$ cat src/rtl/fpga_pkg.sv
// Shared types and sizing helpers for the FPGA fabric blocks.
// Build option FPGA_BLE_FF_EN adds the BLE output flip-flop and its ff_sel config bit.
package fpga_pkg;

   localparam int BLE_K_MIN = 2;
   localparam int BLE_K_MAX = 6;

   typedef enum logic [1:0] {
      UNCFG = 2'd0,
      LOAD  = 2'd1,
      RUN   = 2'd2
   } ble_state_e;

   // Config chain length per BLE: truth table plus the optional ff_sel bit.
   function automatic int cfg_len(input int k);
`ifdef FPGA_BLE_FF_EN
      return (1 << k) + 1;
`else
      return (1 << k);
`endif
   endfunction

endpackage

$ cat src/rtl/fpga_lut_mux.sv
// Pure 2**K:1 lookup mux; the table entry addressed by i_sel drives o_bit.
module fpga_lut_mux #(
   parameter int K = 4
) (
   input  logic [(2**K)-1:0] i_table,
   input  logic [K-1:0]      i_sel,
   output logic              o_bit
);

   assign o_bit = i_table[i_sel];

endmodule

$ cat src/rtl/fpga_ble.sv
// K-input basic logic element: LUT, optional output FF, serial config shift chain.
// Build option FPGA_BLE_FF_EN enables the output flip-flop and the ff_sel config bit.
module fpga_ble
   import fpga_pkg::*;
#(
   parameter int K = 4
) (
   input  logic         clk_i,
   input  logic         reset_ni,
   input  logic         cfg_en_i,
   input  logic         cfg_valid_i,
   input  logic         cfg_bit_i,
   output logic         cfg_ready_o,
   output logic         cfg_valid_o,
   output logic         cfg_bit_o,
   output logic         cfg_done_o,
   input  logic [K-1:0] in_i,
   input  logic         ff_en_i,
   output logic         out_o
);

   localparam int TBL_LEN = 2 ** K;
   localparam int CFG_LEN = cfg_len(K);
   localparam int CNT_W   = $clog2(CFG_LEN + 1);
   localparam logic [CNT_W-1:0] CNT_LAST = CNT_W'(CFG_LEN - 1);
   localparam logic [CNT_W-1:0] CNT_ONE  = CNT_W'(1);

   if (K < BLE_K_MIN || K > BLE_K_MAX) begin : g_k_range
      $error("fpga_ble: K outside supported range");
   end

   ble_state_e         r_state;
   ble_state_e         w_state_nxt;
   logic [CFG_LEN-1:0] r_cfg;
   logic [CNT_W-1:0]   r_cnt;
   logic [CNT_W-1:0]   w_cnt_nxt;
   logic               w_load;
   logic               w_run;
   logic               w_accept;
   logic               w_enter_load;
   logic               w_lut;
   logic               w_out_run;

   assign w_load       = (r_state == LOAD);
   assign w_run        = (r_state == RUN);
   assign w_accept     = cfg_valid_i & w_load;
   assign w_enter_load = cfg_en_i & ~w_load;

   always_ff @(posedge clk_i or negedge reset_ni) begin
      if (!reset_ni) begin
         r_state <= UNCFG;
         r_cnt   <= '0;
      end else begin
         r_state <= w_state_nxt;
         r_cnt   <= w_cnt_nxt;
      end
   end

   // A restart in LOAD still takes the bit presented in the same cycle as bit 1.
   always_comb begin
      w_state_nxt = r_state;
      w_cnt_nxt   = r_cnt;
      case (r_state)
         UNCFG: begin
            if (cfg_en_i) begin
               w_state_nxt = LOAD;
               w_cnt_nxt   = '0;
            end
         end
         LOAD: begin
            if (cfg_en_i) begin
               w_cnt_nxt = w_accept ? CNT_ONE : '0;
            end else if (w_accept) begin
               if (r_cnt == CNT_LAST) begin
                  w_state_nxt = RUN;
                  w_cnt_nxt   = '0;
               end else begin
                  w_cnt_nxt = r_cnt + CNT_ONE;
               end
            end
         end
         RUN: begin
            if (cfg_en_i) begin
               w_state_nxt = LOAD;
               w_cnt_nxt   = '0;
            end
         end
         default: begin
            w_state_nxt = UNCFG;
            w_cnt_nxt   = '0;
         end
      endcase
   end

   always_ff @(posedge clk_i or negedge reset_ni) begin
      if (!reset_ni) begin
         r_cfg <= '0;
      end else if (w_accept) begin
         r_cfg <= {r_cfg[CFG_LEN-2:0], cfg_bit_i};
      end
   end

   fpga_lut_mux #(
      .K(K)
   ) u_lut_mux (
      .i_table(r_cfg[TBL_LEN-1:0]),
      .i_sel  (in_i),
      .o_bit  (w_lut)
   );

`ifdef FPGA_BLE_FF_EN
   logic r_ff;

   // Entering LOAD wipes the FF so a reconfigured BLE never shows a stale registered value.
   always_ff @(posedge clk_i or negedge reset_ni) begin
      if (!reset_ni) begin
         r_ff <= 1'b0;
      end else if (w_enter_load) begin
         r_ff <= 1'b0;
      end else if (w_run && ff_en_i) begin
         r_ff <= w_lut;
      end
   end

   assign w_out_run = r_cfg[TBL_LEN] ? r_ff : w_lut;
`else
   logic w_unused_ff_en;
   assign w_unused_ff_en = ff_en_i;
   assign w_out_run      = w_lut;
`endif

   assign cfg_ready_o = w_load;
   assign cfg_valid_o = w_accept;
   assign cfg_bit_o   = r_cfg[CFG_LEN-1];
   assign cfg_done_o  = w_run;
   assign out_o       = w_run & w_out_run;

endmodule

$ cat config.mk
export PLATFORM = sky130hd
export DESIGN_NAME = fpga_ble
export DESIGN_NICKNAME = d
export VERILOG_FILES = /design/src/rtl/fpga_pkg.sv /design/src/rtl/fpga_lut_mux.sv /design/src/rtl/fpga_ble.sv
export SDC_FILE = /design/constraint.sdc
export NUM_CORES = 1
export LEC_CHECK = 0
export CAP_MARGIN = 5
export CORE_ASPECT_RATIO = 1.5
export CORE_MARGIN = 1.5
export CORE_UTILIZATION = 40
export DETAILED_ROUTE_END_ITERATION = 8
export PLACE_DENSITY = 0.63
export SLEW_MARGIN = 20
export SYNTH_ARGS = -nofsm -noshare
export SYNTH_HDL_FRONTEND = slang
export SYNTH_HIERARCHICAL = 1
export SYNTH_SLANG_ARGS = --single-unit
$ cat constraint.sdc
create_clock -name clk_i -period 4.4 [get_ports clk_i]
set_input_delay 1.32 -clock clk_i [delete_from_list [all_inputs] [get_ports clk_i]]
set_output_delay 1.32 -clock clk_i [all_outputs]
set_load 0.02 [all_outputs]
==> results of run 1 <==
## kinds of logic after synthesis
logic type,count (synthesis),share of synthesized area [%]
DFF,23,50.44
and+or+nand+nor,14,8.334
adders and majority gates,1,1.096
buffers and inverters,3,2.960
muxes,23,27.63
AOI/OAI and AO/OA,13,9.541
## metrics by stage
| stage | utilization, % | hold WS [ns] | worst slack [ns] | setup TNS (ns) |
|---|---|---|---|---|
| global placement | 47.73 | 0.4742 | -0.3586 | -0.3586 |
| detailed placement | 47.73 | 0.4881 | -0.3858 | -0.3858 |
| finish | 49.21 | 0.5012 | 0.1757 | 0 |
| floorplan | - | 0.4505 | 0.8488 | 0 |
| CTS | 49.40 | 0.5035 | 0.1376 | 0 |
| global route | 49.21 | 0.5458 | 0.06592 | 0 |
## where the power goes
part	total (mW)	internal, mW	switching, mW
registers	0.315	0.272	0.0425
clock network	0.128	0.0645	0.0636
logic	0.142	0.0937	0.0484
total	0.585	0.431	0.155
## cells in the final DEF, fill, tap and decap left out, types with 2 or more instances in the layout
master,instances
dfrtp_1,23
mux2_2,16
clkdlybuf4s50_1,10
mux4_1,4
nor2_1,3
clkbuf_8,3
mux2i_1,3
nor2b_1,2
o21a_1,2
nor3b_1,2
a22o_1,2
## state kept, by name, summed over array words and instances (netlist names)
| name | flops |
|---|---|
| r_cnt | 5 |
| r_state | 2 |
| r_cfg | 16 |
## routing by layer
metal,vias to the layer above,track usage [%],part of all wire (%)
li1,324,-,-
met1,354,18.60,50
met2,12,23.26,46
met3,2,2.375,2.4
met4,0,8.333,1.1
met5,-,0,0
## worst min path at each step
stage	endpoint	cells after the start	from	slack (ns)
floorplan	r_cnt[4]	1	r_cnt[4]	0.45
global placement	r_cnt[4]	1	r_cnt[4]	0.47
detailed placement	r_cnt[4]	1	r_cnt[4]	0.49
CTS	r_cnt[4]	1	r_cnt[4]	0.50
global route	r_cfg[2]	1	r_cfg[1]	0.55
finish	r_cnt[4]	1	r_cnt[4]	0.50
## critical path: stages
cell	delay [ns]
clkdlybuf4s50_1	0.57
mux4_1	0.33
mux2i_1	0.16
mux2i_1	0.08
and2_1	0.13
dlygate4sd2_1	0.31
## area by class of cell
| type | count | area share [%] |
|---|---|---|
| Timing Repair Buffer | 14 | 9.962 |
| Tap cell | 37 | 3.477 |
| Clock buffer | 4 | 3.383 |
| Sequential cell | 23 | 43.23 |
| Multi-Input combinational cell | 51 | 39.94 |
==> impl_metrics.json, run 1 <==
{
  "status": "completed",
  "maxCapViolations": 0,
  "drtIter0Drc": 8,
  "fin_worst_skew_ns": 0.008623,
  "ir_worst_vdd_v": 0.0002330,
  "r2r-end": "r_cfg[10]",
  "grt_pass1_vias": 718,
  "dpl.hpwl_mm": 1.383,
  "layout.cells.non_filler": 129,
  "rsz0062_at_grt": "false",
  "ys_top_cells_by_count": "23 x dfrtp_1, 16 x mux2_2, 4 x mux4_1",
  "hp-class": "register to register",
  "synth_edf_count": 0,
  "drt-total-wl_mm": 1.936,
  "clk_pin_slew_worst_paths_ns": 0.08,
  "hold_viol": 0,
  "drtAntennaViolNets": 0,
  "first_pass_iters": 4,
  "drc": 0,
  "synth_async_sr_flop_share_pct": 100.0,
  "cts.repair.resized": 4,
  "total_power_uw": 585.0,
  "layout.nets": 104,
  "cts_buffers": 3,
  "diodes": 0,
  "synthDistinctLibCells": 27,
  "cts_htree_levels": 1,
  "syn_area_sq_mm": 0.001141,
  "layout-drive-gt1-share_pct": 28.26,
  "grt_pass1_wl_mm": 3.270,
  "yosysSeqAreaShare_pct": 50.44,
  "ioPinCount": 15,
  "routedWlPerCell_um": 15.01,
  "finalCriticalPeriod_ns": 4.224,
  "die_area_sq_mm": 0.003189,
  "num-fill-cells": 265,
  "cts_setup_buffers": 0,
  "initial_core_util_pct": 42.18,
  "postSynthCellCount": 77,
  "core_region_area_sq_mm": 0.002705,
  "place_area_sq_mm": 0.001291,
  "grt_max_degree": 24,
  "synth_most_common_cell": "dfrtp_1",
  "avgSynthCellArea_sq_um": 14.82,
  "seq_area_sq_um": 575.6,
  "worstSetupEndpoint": "out_o",
  "antenna_found_initial": 0,
  "rows": 23,
  "max-slew-margin-rel_pct": 65.58,
  "ff2ff_path_depth": 3,
  "synth_top_area_share_pct": 50.44,
  "worstPathArrival_ns": 2.90,
  "clk_path_buf_depth": 2,
  "cp-start-kind": "input port",
  "synth_fp_nets": 88,
  "cts_root_buf": "clkbuf_8",
  "ff2ff_setup_slack_ns": 2.92,
  "multi_input_area_sq_um": 531.8,
  "cp-end-kind": "output port",
  "slew_viol_final": 0,
  "die_h_um": 68.42,
  "dp.cells": 125,
  "numPortBuffers": 13,
  "critPathRequiredTime_ns": 3.08,
  "synth_top_area_cell": "dfrtp_1",
  "syn_to_final_growth_pct": 16.67,
  "die_x_um": 46.61,
  "hold_buffers": 0,
  "vias": 692,
  "clock_sinks": 23,
  "post-route-period-util_pct": 96.01,
  "synth_warnings": 6,
  "crit_start": "in_i[1]",
  "power_leakage_nw": 0.5820,
  "worst_slew_pin_slew_ns": 0.5164,
  "worst_r2r_startpoint": "r_state[1]",
  "powerDensity_mw_per_mm2": 439.5,
  "synth.area.top_cells": "dfrtp_1 50%, mux2_2 16%, mux4_1 9.2%, buf_6 3.0%, mux2i_1 2.6%",
  "synth_seq_cells": 23,
  "finalSetupViolations": 0,
  "fin_area_sq_mm": 0.001331,
  "worstPathMaxFanout": 4,
  "synth_flop_cell": "dfrtp_1",
  "worst-setup-path-type": "input port to output port",
  "fmax_ghz": 0.2367,
  "clk_latency_ns": 0.26,
  "track_usage_pct": 14.69,
  "gp_congestion": 0.7448,
  "cts_tree": "done",
  "viasPerCell": 5.364,
  "grt_overflow": 0
}
(Power assumes the default switching activity.)
==> run 2, diff against run 1 <==
Settings changed: CTS_BUF_LIST set to sky130_fd_sc_hd__clkbuf_16, DONT_BUFFER_PORTS set to 1, PLACE_DENSITY 0.63 to 0.56.
==> impl_metrics.json, run 2 (same netlist as run 1, synthesis figures left out) <==
{
  "crit_path_frequent_cell": "mux2i_1",
  "critPathSlowestCell": "mux4_1",
  "fin_area_sq_mm": 0.001241,
  "clk_latency_ns": 0.25,
  "slowest_delay_ns": 0.54,
  "fin_worst_skew_ns": 0.004389,
  "p_int_uw": 474.9,
  "post-route-period-util_pct": 83.08,
  "maxCapViolations": 0,
  "slew_viol_final": 0,
  "gp_congestion": 0.7127,
  "clk_pin_slew_worst_paths_ns": 0.06,
  "worstPathMaxFanout": 4,
  "power_leakage_nw": 0.5442,
  "drt-total-wl_mm": 1.986,
  "critPathRequiredTime_ns": 3.08,
  "clock_sinks": 23,
  "fin_tns_setup_ns": 0,
  "hold_buffers": 0,
  "layout.cells.non_filler": 116,
  "dpl.hpwl_mm": 1.479,
  "grt_pass1_vias": 656,
  "core_region_area_sq_mm": 0.002705,
  "first_pass_iters": 4,
  "diodes": 0,
  "drtAntennaViolNets": 0,
  "cp-end-kind": "output port",
  "max-slew-margin-rel_pct": 73.62,
  "comb_power_share_pct": 18.0,
  "sw_frac_of_total_pct": 24.11,
  "drc": 0,
  "clockPowerShare_pct": 30.8,
  "ir_worst_vdd_v": 0.0003187,
  "fmax_ghz": 0.2735,
  "viasPerCell": 5.578,
  "routedWlPerCell_um": 17.12,
  "cts_root_buf": "clkbuf_16",
  "die_x_um": 46.61,
  "worst-setup-path-type": "input port to output port",
  "place_area_sq_mm": 0.001161,
  "powerDensity_mw_per_mm2": 504.2,
  "track_usage_pct": 14.67,
  "syn_to_final_growth_pct": 8.772,
  "rsz0062_at_grt": "false",
  "cp_cell_sequence": "mux4_1 -> mux2i_1 -> mux2i_1 -> and2_1",
  "antenna_found_initial": 0,
  "final_cell_mix": "23 x dfrtp_1, 16 x mux2_2, 4 x mux4_1",
  "status": "completed",
  "initial_core_util_pct": 42.18,
  "worstPathArrival_ns": 2.34,
  "reg_top3": "r_cfg: 16 flops, r_cnt: 5 flops, r_state: 2 flops",
  "clk_path_buf_depth": 2,
  "total_power_uw": 625.8,
  "cp-start-kind": "input port",
  "drtIter0Drc": 6,
  "numPortBuffers": 0,
  "grt_max_degree": 24,
  "cts.repair.resized": 0,
  "cts_buffers": 3,
  "grt_pass1_wl_mm": 3.263,
  "num-fill-cells": 270,
  "die_h_um": 68.42,
  "finalCriticalPeriod_ns": 3.656,
  "grt_overflow": 0,
  "hp-class": "register to register",
  "seq_area_sq_um": 575.6,
  "cts_tree": "done",
  "ioPinCount": 15,
  "seq_power_share_pct": 51.2,
  "cts_setup_buffers": 0,
  "layout-drive-gt1-share_pct": 31.65,
  "finalSetupViolations": 0,
  "dp.cells": 112,
  "rows": 23,
  "worst_slew_pin_slew_ns": 0.3949,
  "top_register": "r_cfg",
  "die_area_sq_mm": 0.003189,
  "vias": 647,
  "cts_htree_levels": 1,
  "p_switching_uw": 150.9,
  "layout.nets": 91,
  "hold_viol": 0,
  "final_common_cell": "dfrtp_1",
  "multi_input_area_sq_um": 531.8,
  "largest_register_ffs": 16
}
-- run 2: cell types whose count changed in the layout (fill, tap and decap cells not counted), sizes merged --
| cell | before | now |
|---|---|---|
| clkbuf | 4 | 3 |
| clkdlybuf4s15 | 1 | 0 |
| clkinv | 0 | 1 |
| dlygate4sd2 | 1 | 0 |
| buf | 2 | 1 |
| clkdlybuf4s50 | 10 | 0 |
-- run 2: power groups by stage --
stage	Sequential, mW	Combinational [mW]	Clock, mW
after floorplan	0.309	0.104	0
after global placement	0.322	0.112	0
final	0.320	0.113	0.193
after detailed placement	0.325	0.114	0
after CTS	0.321	0.115	0.197
after global routing	0.331	0.122	0.205
-- run 2: critical path, delay by kind of cell --
family,cells,cell delay [ns]
muxes,3,0.80
and+or+nand+nor,1,0.21
-- run 2: per-layer routing --
metal  up-vias  routed length, um  track usage [%]
met1       336                814            18.04
li1        300                  -                -
met5         -                  0                0
met2         9               1110            25.00
met4         0                 15            5.208
met3         2                 45            2.902
-- run 2: worst paths after layout --
kind | from | to | slack, ns | cells past startpoint
max | in_i[0] | out_o | 0.74 | 4
min | r_cnt[4] | r_cnt[4] | 0.48 | 1
max reg2reg | r_state[1] | r_cfg[3] | 2.76 | 3
min reg2reg | r_cnt[4] | r_cnt[4] | 0.48 | 1
max in group asynchronous | reset_ni | r_cnt[4] | 3.57 | 0
min in group asynchronous | reset_ni | r_cfg[9] | 0.76 | 0
-- run 2: layout make-up --
cell class                      instances  share of cell area (%)
Sequential cell                        23                   46.37
Timing Repair Buffer                    1                  0.6048
Clock buffer                            3                   6.048
Multi-Input combinational cell         51                   42.84
Clock inverter                          1                  0.4032
Tap cell                               37                   3.730
-- run 2: metrics by stage --
stage | worst slack, ns | util (%) | hold WS, ns
final | 0.7443 | 45.88 | 0.4786
after floorplan | 0.8488 | - | 0.4505
after global placement | 0.7352 | 42.92 | 0.4651
after detailed placement | 0.7265 | 42.92 | 0.4692
after global routing | 0.7055 | 45.88 | 0.4973
after CTS | 0.7265 | 45.88 | 0.4824
